[src/rtl/mips_pkg.sv]
// Shared types and defaults for the MIPS-R2000 fetch pipeline.
// Holds the prefetch queue entry layout and reset/vector addresses.
package mips_pkg;

    localparam int          XLEN       = 32;
    localparam logic [31:0] NOP_INST   = 32'h0000_0000;
    localparam logic [31:0] RESET_PC   = 32'h0040_0000;
    localparam logic [31:0] EXC_VECTOR = 32'h8000_0180;

    typedef struct packed {
        logic [XLEN-1:0] pc;
        logic [XLEN-1:0] inst;
    } fetch_entry_t;

endpackage

[src/rtl/fetch_fifo.sv]
// Synchronous FIFO of fetch entries with flush.
// Pointers carry one extra wrap bit; head is read straight from storage.
module fetch_fifo
    import mips_pkg::*;
#(
    parameter int DEPTH = 4
) (
    input  logic                   clk,
    input  logic                   rst,
    input  logic                   flush,
    input  logic                   push,
    input  fetch_entry_t           wdata,
    input  logic                   pop,
    output fetch_entry_t           rdata,
    output logic [$clog2(DEPTH):0] count,
    output logic                   full,
    output logic                   empty
);

    localparam int AW = $clog2(DEPTH);

    fetch_entry_t mem [DEPTH];
    logic [AW:0]  wr_ptr;
    logic [AW:0]  rd_ptr;
    logic         do_push;
    logic         do_pop;

    assign empty = (wr_ptr == rd_ptr);
    assign full  = (wr_ptr[AW] != rd_ptr[AW]) &&
                   (wr_ptr[AW-1:0] == rd_ptr[AW-1:0]);
    assign count = wr_ptr - rd_ptr;
    assign rdata = mem[rd_ptr[AW-1:0]];

    assign do_push = push && !full && !flush;
    assign do_pop  = pop && !empty && !flush;

    // Pointer update; flush empties the queue in one cycle.
    always_ff @(posedge clk or posedge rst) begin
        if (rst) begin
            wr_ptr <= '0;
            rd_ptr <= '0;
        end else if (flush) begin
            wr_ptr <= '0;
            rd_ptr <= '0;
        end else begin
            if (do_push) wr_ptr <= wr_ptr + 1'b1;
            if (do_pop)  rd_ptr <= rd_ptr + 1'b1;
        end
    end

    // Entry storage, written at the tail.
    always_ff @(posedge clk) begin
        if (do_push) mem[wr_ptr[AW-1:0]] <= wdata;
    end

endmodule

[src/rtl/fetch_prefetch_unit.sv]
// Instruction fetch stage with prefetch queue and redirect flush.
// Requests are credit-limited so the queue can never overflow.
module fetch_prefetch_unit #(
    parameter int              XLEN       = mips_pkg::XLEN,
    parameter int              DEPTH      = 4,
    parameter int              MAX_OUTST  = 2,
    parameter logic [XLEN-1:0] RESET_PC   = mips_pkg::RESET_PC,
    parameter logic [XLEN-1:0] EXC_VECTOR = mips_pkg::EXC_VECTOR
) (
    input  logic            clk,
    input  logic            rst,
    input  logic            hold_pc,
    input  logic            hold_if,
    input  logic            br,
    input  logic [XLEN-1:0] pc_branch,
    input  logic            except,
    output logic            imem_req,
    output logic [XLEN-1:0] imem_addr,
    input  logic            imem_ready,
    input  logic            imem_rvalid,
    input  logic [XLEN-1:0] imem_rdata,
    output logic            if_valid,
    output logic [XLEN-1:0] pc_out,
    output logic [XLEN-1:0] inst_out
);

    import mips_pkg::*;

    localparam int          AW  = $clog2(DEPTH);
    localparam int          CW  = AW + 2;
    localparam logic [AW:0] ONE = (AW+1)'(1);

    logic [XLEN-1:0] fetch_pc;
    logic [XLEN-1:0] resp_pc;
    logic [XLEN-1:0] target;
    logic [AW:0]     outst;
    logic [AW:0]     outst_next;
    logic [AW:0]     discard;
    logic [AW:0]     q_count;
    logic [CW-1:0]   inflight;
    logic            q_full;
    logic            q_empty;
    logic            redirect;
    logic            accept;
    logic            resp;
    logic            push;
    logic            pop;
    fetch_entry_t    wentry;
    fetch_entry_t    head;

    assign redirect = except | br;
    assign target   = except ? EXC_VECTOR
                             : (pc_branch & ~XLEN'(3));

    assign inflight = CW'(q_count) + CW'(outst);

    // A stray response with nothing outstanding is ignored.
    assign resp   = imem_rvalid && (outst != '0);
    assign accept = imem_req && imem_ready;
    assign push   = resp && (discard == '0) && !redirect;
    assign pop    = if_valid && !hold_if;
    assign wentry = '{pc: resp_pc, inst: imem_rdata};

    assign imem_addr = fetch_pc;

    // Issue gate: slot limit plus queue credit.
    always_comb begin
        imem_req = 1'b0;
        if (!rst && !hold_pc && !redirect &&
            (outst < (AW+1)'(MAX_OUTST)) &&
            (inflight < CW'(DEPTH)) && !q_full)
            imem_req = 1'b1;
    end

    // Outstanding count after this cycle's accept and response.
    always_comb begin
        outst_next = outst;
        if (accept) outst_next = outst_next + ONE;
        if (resp)   outst_next = outst_next - ONE;
    end

    // Head presentation; empty queue shows a NOP at PC 0.
    always_comb begin
        if_valid = !q_empty;
        pc_out   = '0;
        inst_out = NOP_INST;
        if (!q_empty) begin
            pc_out   = head.pc;
            inst_out = head.inst;
        end
    end

    // Fetch PC, response PC and in-flight bookkeeping.
    always_ff @(posedge clk or posedge rst) begin
        if (rst) begin
            fetch_pc <= RESET_PC;
            resp_pc  <= RESET_PC;
            outst    <= '0;
            discard  <= '0;
        end else begin
            outst <= outst_next;
            if (redirect) begin
                fetch_pc <= target;
                resp_pc  <= target;
                discard  <= outst_next;
            end else begin
                if (accept)
                    fetch_pc <= fetch_pc + XLEN'(4);
                if (push)
                    resp_pc <= resp_pc + XLEN'(4);
                if (resp && (discard != '0))
                    discard <= discard - ONE;
            end
        end
    end

    fetch_fifo #(
        .DEPTH (DEPTH)
    ) u_fifo (
        .clk   (clk),
        .rst   (rst),
        .flush (redirect),
        .push  (push),
        .wdata (wentry),
        .pop   (pop),
        .rdata (head),
        .count (q_count),
        .full  (q_full),
        .empty (q_empty)
    );

endmodule
[config.mk]
export PLATFORM = sky130hd
export DESIGN_NAME = fetch_prefetch_unit
export DESIGN_NICKNAME = d
export VERILOG_FILES = /design/src/rtl/mips_pkg.sv /design/src/rtl/fetch_fifo.sv /design/src/rtl/fetch_prefetch_unit.sv
export SDC_FILE = /design/constraint.sdc
export NUM_CORES = 1
export LEC_CHECK = 0
export CAP_MARGIN = 20
export CORE_ASPECT_RATIO = 1.75
export CORE_MARGIN = 2
export CORE_UTILIZATION = 61
export DETAILED_ROUTE_END_ITERATION = 16
export PLACE_DENSITY = 0.86
export SLEW_MARGIN = 5
export SYNTH_ARGS = -nofsm -noshare
export SYNTH_HDL_FRONTEND = slang
export SYNTH_HIERARCHICAL = 1
export SYNTH_SLANG_ARGS = --single-unit
[constraint.sdc]
create_clock -name clk -period 6.4 [get_ports clk]
set_clock_uncertainty 0.05 [all_clocks]
set_input_delay 0.64 -clock clk [delete_from_list [all_inputs] [get_ports clk]]
set_output_delay 0.64 -clock clk [all_outputs]
set_load 0.01 [all_outputs]
==> impl_results.md, run 1 <==
* Mapped cell area at 14400 um^2
* Number of synthesized register bits at 328
* CTS Buf Count at 28
* Die area at 24900 um^2
* WP buf/inv at 2
* Slowest cell delay on critical path at 920 ps
* Startpoint types: flip-flop
* Sequential Power Share at 0.538
* Largest net degree at the start of global routing at 67
* Initial Utilization at 0.620
* RSZ-0062 raised after global routing: false
* Instance count of the mapped netlist at 968
* Switch share at 0.215
* P_sw at 958 uW
* Gpl congestion at 0.874
* P&R area growth vs syn at 20.2%
* Number of diodes at 0
* Fraction of layout cells with a size suffix above 1 at 0.130
* Worst Hold Class: in -> async
* Pre-antenna DRT Iters at 6
* Syn avg cell area at 14.9 um^2
* Worst Path Required at 5710 ps
* Fillers at 1476
* Synth warnings at 6
* Outcome: finished, final reports clean
* # Post-CTS Setup Buffers at 0
* Leading area contributor after synthesis: edfxtp_1
* Clock power share at 0.391
* Combinational power share at 0.071
* Register area at 9500 um^2
* Internal power at 3.50 mW
* Crit path DAT at 3910 ps
* Seq/Total Area, Yosys at 0.659
* Synth top cells by count: 256 x edfxtp_1, 73 x nand2_1, 70 x dfrtp_1, 70 x nor2b_1, 64 x mux4_2
* Critical path type: reg -> out
* Std-Cell Rows at 74
* Area contributors post-synth: edfxtp_1 53%, dfrtp_1 12%, mux4_2 10%
* Final setup fails at 0
* Port Buffers at 165
* Root buffer cell: clkbuf_16
* Highest Clock Rate at 217 MHz
* WL final at 31400 um
* Post-CTS Hold Buffers at 0
* Fin crit share at 0.719
* CTS tree: built
* Count of cell types in the netlist at 67
* Maximum fanout along the worst path at 40
* Total grt overflow at 0
* Leak at 5.74 nW
* First-pass GRT wire length at 49000 um
* PD cells at 257 nW/um^2
* Number of antenna-violating nets in the routed design at 0
* Via count at 9229
* Vias in the first global route at 9343
* Post-synth EDFFs at 256
* CP dominant cell by count: ha_1
* Area share of the largest cell type after synthesis at 0.534
* Setup TNS at 0 ps
* Final hold viol count at 0
* Min Tclk post-route at 4600 ps
* Count leader, synth: edfxtp_1
* Delay-heaviest family, CP: flip-flops
* Worst VDD drop at 0.205 mV
* Worst slew pin tran at 1050 ps
* Post-cts resize count at 0
* Initial antenna violation count at 0
* Initial DRC count at 780
* Slew headroom at 0.298
* Core ar. at 23200 um^2
* Top_reg_cell synth: edfxtp_1
* Max-cap violations at 0
* Area of the multi-input gates at 4640 um^2
* Clk slew on worst S/H paths at 70 ps
* H-Tree Depth at 1
* CP cell instances: ha_1 > inv_1 > fa_1 > xor2_1 > ha_1 > nor4_1 > and4_1 > clkdlybuf4s50_1
* Worst hold slack at 374 ps
* Wire length per cell at 21.4 um
* Post-layout net count at 1227
* I/O Pins at 170
* # clock sinks at 328
* Asr flop ratio synth at 0.220
* Clock latency on the worst-skew pair at 550 ps
* Die Height at 207 um
* Dpl hpwl at 19700 um
* Setup crit end kind: output pin
* Post-DR vias/cell at 6.30
* Die W at 120 um
* DR DRC count at 0
* Gr usage total at 0.253
* Fin. max-slew vios at 0
* Longest Clk Path Bufs at 3
* Slowest CP cell: dfrtp_4
kinds of logic after synthesis:
| logic type | synth area share |
|---|---|
| other | 0.000260 |
| adders and majority gates | 0.0153 |
| DFF | 0.659 |
| xor gates and xnor gates | 0.0151 |
| buffers and inverters | 0.0219 |
| AOI/OAI and AO/OA | 0.0669 |
| muxes | 0.105 |
| and+or+nand+nor | 0.117 |
layout make-up:
class | count | area share
inverter | 20 | 0.00434
tap | 304 | 0.0220
clock buffer | 38 | 0.0468
multi-input combinational | 581 | 0.268
sequential | 328 | 0.548
clock inverter | 14 | 0.00911
timing repair buffer | 179 | 0.101
cells in the final DEF (no fill, tap or decap), drive strengths merged, types with 9 or more instances in the layout:
master / count
a211oi: 9
a21oi: 60
and3: 11
and4: 12
buf: 14
clkbuf: 38
clkdlybuf4s50: 165
clkinv: 10
conb: 10
dfrtp: 70
edfxtp: 256
ha: 16
inv: 20
mux4: 64
nand2: 73
nand3: 29
nand4: 17
nor2: 23
nor2b: 70
nor3: 19
nor4: 10
o21ai: 39
o31ai: 13
xnor2: 16
per-stage QoR:
step | util | power (mW) | cell area, um^2 | instances | setup slack [ps]
5_1_grt | 0.745 | 4.60 | 17300 | 1464 | 1510
6_report | 0.745 | 4.46 | 17300 | 1464 | 1800
3_5_place_dp | 0.703 | 2.76 | 16300 | 1412 | 1990
4_1_cts | 0.745 | 4.49 | 17300 | 1464 | 1720
3_3_place_gp | 0.703 | 2.74 | 16300 | 1412 | 2130
2_1_floorplan | - | 2.61 | 14400 | 977 | 2050
per-layer routing:
layer | track usage | vias to the layer above | wire (um) | share of wire
li1 | - | 4084 | - | -
met1 | 0.304 | 4548 | 11400 | 0.36
met2 | 0.447 | 485 | 16400 | 0.52
met3 | 0.0280 | 112 | 1950 | 0.062
met4 | 0.131 | 0 | 1630 | 0.052
met5 | 0 | - | 0 | 0
power by group through the flow:
stage          logic [mW]  clock network, mW  registers (mW)
3_3_place_gp        0.303                  0            2.44
2_1_floorplan       0.185                  0            2.43
6_report            0.316               1.74            2.40
3_5_place_dp        0.315                  0            2.44
5_1_grt             0.355               1.84            2.40
4_1_cts             0.318               1.77            2.40
final timing paths:
path                             startpoint           endpoint  slack [ps]  cells past startpoint
setup / recovery           u_fifo/rd_ptr[0]           imem_req        1800                      8
hold / removal                          rst   u_fifo/wr_ptr[2]         370                      2
setup reg to reg           u_fifo/rd_ptr[0]           outst[2]        2280                     12
hold reg to reg                 resp_pc[22]  u_fifo/mem[3][54]         540                      0
max in group asynchronous               rst        resp_pc[20]        5010                      3
min in group clk                resp_pc[22]  u_fifo/mem[3][54]         540                      0
state kept, by name (all words and copies together), names as in the netlist:
signal / flops
u_fifo/wr_ptr: 3
discard: 3
imem_addr: 30
resp_pc: 30
u_fifo/rd_ptr: 3
outst: 3
u_fifo/mem: 256
(Power assumes the default switching activity.)
==> run 2, diff against run 1 <==
--- a/config.mk
+++ b/config.mk
@@ -8,9 +8,9 @@
 export CAP_MARGIN = 20
 export CORE_ASPECT_RATIO = 1.75
 export CORE_MARGIN = 2
-export CORE_UTILIZATION = 61
+export CORE_UTILIZATION = 56
 export DETAILED_ROUTE_END_ITERATION = 16
-export PLACE_DENSITY = 0.86
+export PLACE_DENSITY = 0.8
 export SLEW_MARGIN = 5
 export SYNTH_ARGS = -nofsm -noshare
 export SYNTH_HDL_FRONTEND = slang
==> constraint.sdc (replaced) <==
create_clock -name clk -period 4.51 [get_ports clk]
set_clock_uncertainty 0.05 [all_clocks]
set_input_delay 0.451 -clock clk [delete_from_list [all_inputs] [get_ports clk]]
set_output_delay 0.451 -clock clk [all_outputs]
set_load 0.01 [all_outputs]
==> run 2 against run 1 <==
  * Register-to-register slack got worse by 1200 ps
  * Die area rose by 8.7%
  * Routed wire length rose by 0.48%
  * Sequential power rose by 42%
  * Non-clock buffer count rose by 10
  * Utilization fell by 5.1 points
  * First-iteration DRC count fell by 11%
  * Worst setup slack got worse by 1300 ps
  * Final area rose by 1.1%
  * Sequential share of layout area fell by 0.60 points
  * Total power rose by 45%
  * Clock power rose by 51%
  * Critical endpoint unchanged
==> impl_results.md, run 2 (same netlist as run 1, synthesis figures left out) <==
* Vias in the first global route at 9512
* Fraction of layout cells with a size suffix above 1 at 0.132
* Reg-to-Reg Start: u_fifo/wr_ptr[0]
* Most frequent cells in the layout: 256 x edfxtp_1, 165 x clkdlybuf4s50_1, 73 x nand2_1, 69 x nor2b_1, 68 x dfrtp_1
* Longest Clk Path Bufs at 3
* Critical path type: reg -> out
* Crit path DAT at 3480 ps
* Clock latency on the worst-skew pair at 540 ps
* # clock sinks at 328
* Min Tclk post-route at 3990 ps
* Leak at 5.80 nW
* RSZ-0062 raised after global routing: false
* Fin. max-slew vios at 0
* I/O Pins at 170
* Port Buffers at 165
* Setup crit end kind: output pin
* Worst Path Required at 4010 ps
* Total grt overflow at 0
* H-Tree Depth at 1
* Post-layout net count at 1237
* Area of the multi-input gates at 4640 um^2
* Final hold viol count at 0
* Maximum fanout along the worst path at 5
* Slowest CP cell: clkdlybuf4s50_1
* WL final at 31500 um
* Pre-antenna DRT Iters at 5
* Register area at 9500 um^2
* Worst R2R Setup Slack at 1050 ps
* Std-Cell Rows at 77
* Startpoint types: flip-flop
* Dpl hpwl at 20500 um
* Initial DRC count at 691
* CTS tree: built
* R2r worst-path depth at 11
* # Post-CTS Setup Buffers at 0
* GRT Max-Usage Layer: met2
* Final setup fails at 0
* Wire length per cell at 21.2 um
* Core ar. at 25200 um^2
* Number of diodes at 0
* Post-cts resize count at 0
* Delay-heaviest family, CP: simple AND/OR/NAND/NOR gates
* Setup TNS at 0 ps
* Met1 usage at 0.281
* Commonest non-fill, non-tap cell in the layout: edfxtp_1
* Slowest cell delay on critical path at 550 ps
* Fillers at 1731
* Initial Utilization at 0.571
* Root buffer cell: clkbuf_16
* Die Height at 216 um
* Number of antenna-violating nets in the routed design at 0
* Core Util, Final at 0.694
* Worst slew pin tran at 1000 ps
* Highest Clock Rate at 251 MHz
* CTS Buf Count at 28
* Final Power at 6.48 mW
* Fin crit share at 0.884
* First-pass GRT wire length at 50300 um
* CP cell instances: inv_1 > ha_1 > inv_1 > fa_1 > xor2_1 > ha_1 > nor4_1 > and4_1 > clkdlybuf4s50_1
* Gpl congestion at 0.921
* Slew headroom at 0.327
* Outcome: finished, final reports clean
* Post-CTS Hold Buffers at 0
* Worst Hold Class: in -> async
* Initial antenna violation count at 0
* Max-cap violations at 0
* Gr usage total at 0.235
* Max FFs per register at 256
* PD cells at 370 nW/um^2
* WP buf/inv at 3
* Die area at 27100 um^2
* M3 GR Usage at 0.0267
* Worst VDD drop at 0.261 mV
* Clk slew on worst S/H paths at 70 ps
* R2r endpoint: imem_addr[28]
* Die W at 125 um
* DR DRC count at 0
* Met2 Resource Use GR at 0.428
* Post-DR vias/cell at 6.08
* Largest net degree at the start of global routing at 67
* Via count at 9040
* P&R area growth vs syn at 21.6%
[run 2: changes by cell type in the layout (fill, tap and decap cells not counted), sizes merged]
cell	change
clkinv	-4
bufinv	+4
buf	+10
clkbuf	-1
inv	-2
clkinvlp	+3
[run 2: worst max path at each step]
stage | start | to | cells past startpoint
finish | u_fifo/wr_ptr[0] | imem_req | 9
global route | u_fifo/rd_ptr[0] | pc_out[0] | 5
CTS | u_fifo/rd_ptr[0] | pc_out[0] | 5
detailed placement | u_fifo/rd_ptr[0] | pc_out[0] | 5
global placement | u_fifo/rd_ptr[0] | pc_out[2] | 5
floorplan | br | u_fifo/mem[0][0] | 7
[run 2: routing by layer]
layer  routed length [um]  part of all wire  up-vias
met5                    0                 0        -
met4                 1190             0.038        0
met3                 1650             0.052       81
met2                16900              0.54      361
met1                11800              0.37     4489
li1                     -                 -     4109
[run 2: area by class of cell]
type | count | area share
clock buffer | 37 | 0.0432
multi-input combinational | 581 | 0.265
clock inverter | 15 | 0.0144
timing repair buffer | 189 | 0.108
inverter | 20 | 0.00429
sequential | 328 | 0.542
tap | 316 | 0.0226
[run 2: power by group]
part / switching (mW) / leakage [nW] / internal, mW
Combinational: 0.242 / 2.07 / 0.212
Clock: 1.04 / 0.475 / 1.58
Sequential: 0.0833 / 3.26 / 3.32
Total: 1.37 / 5.80 / 5.11
[run 2: metrics by stage]
| step | hold WS (ps) | setup WS, ps | cells | instance area, um^2 |
|---|---|---|---|---|
| finish | 212 | 524 | 1486 | 17500 |
| global placement | 486 | 1020 | 1434 | 16500 |
| CTS | 200 | 395 | 1486 | 17500 |
| floorplan | 192 | 353 | 977 | 14400 |
| global route | 241 | 280 | 1486 | 17500 |
| detailed placement | 509 | 992 | 1434 | 16500 |
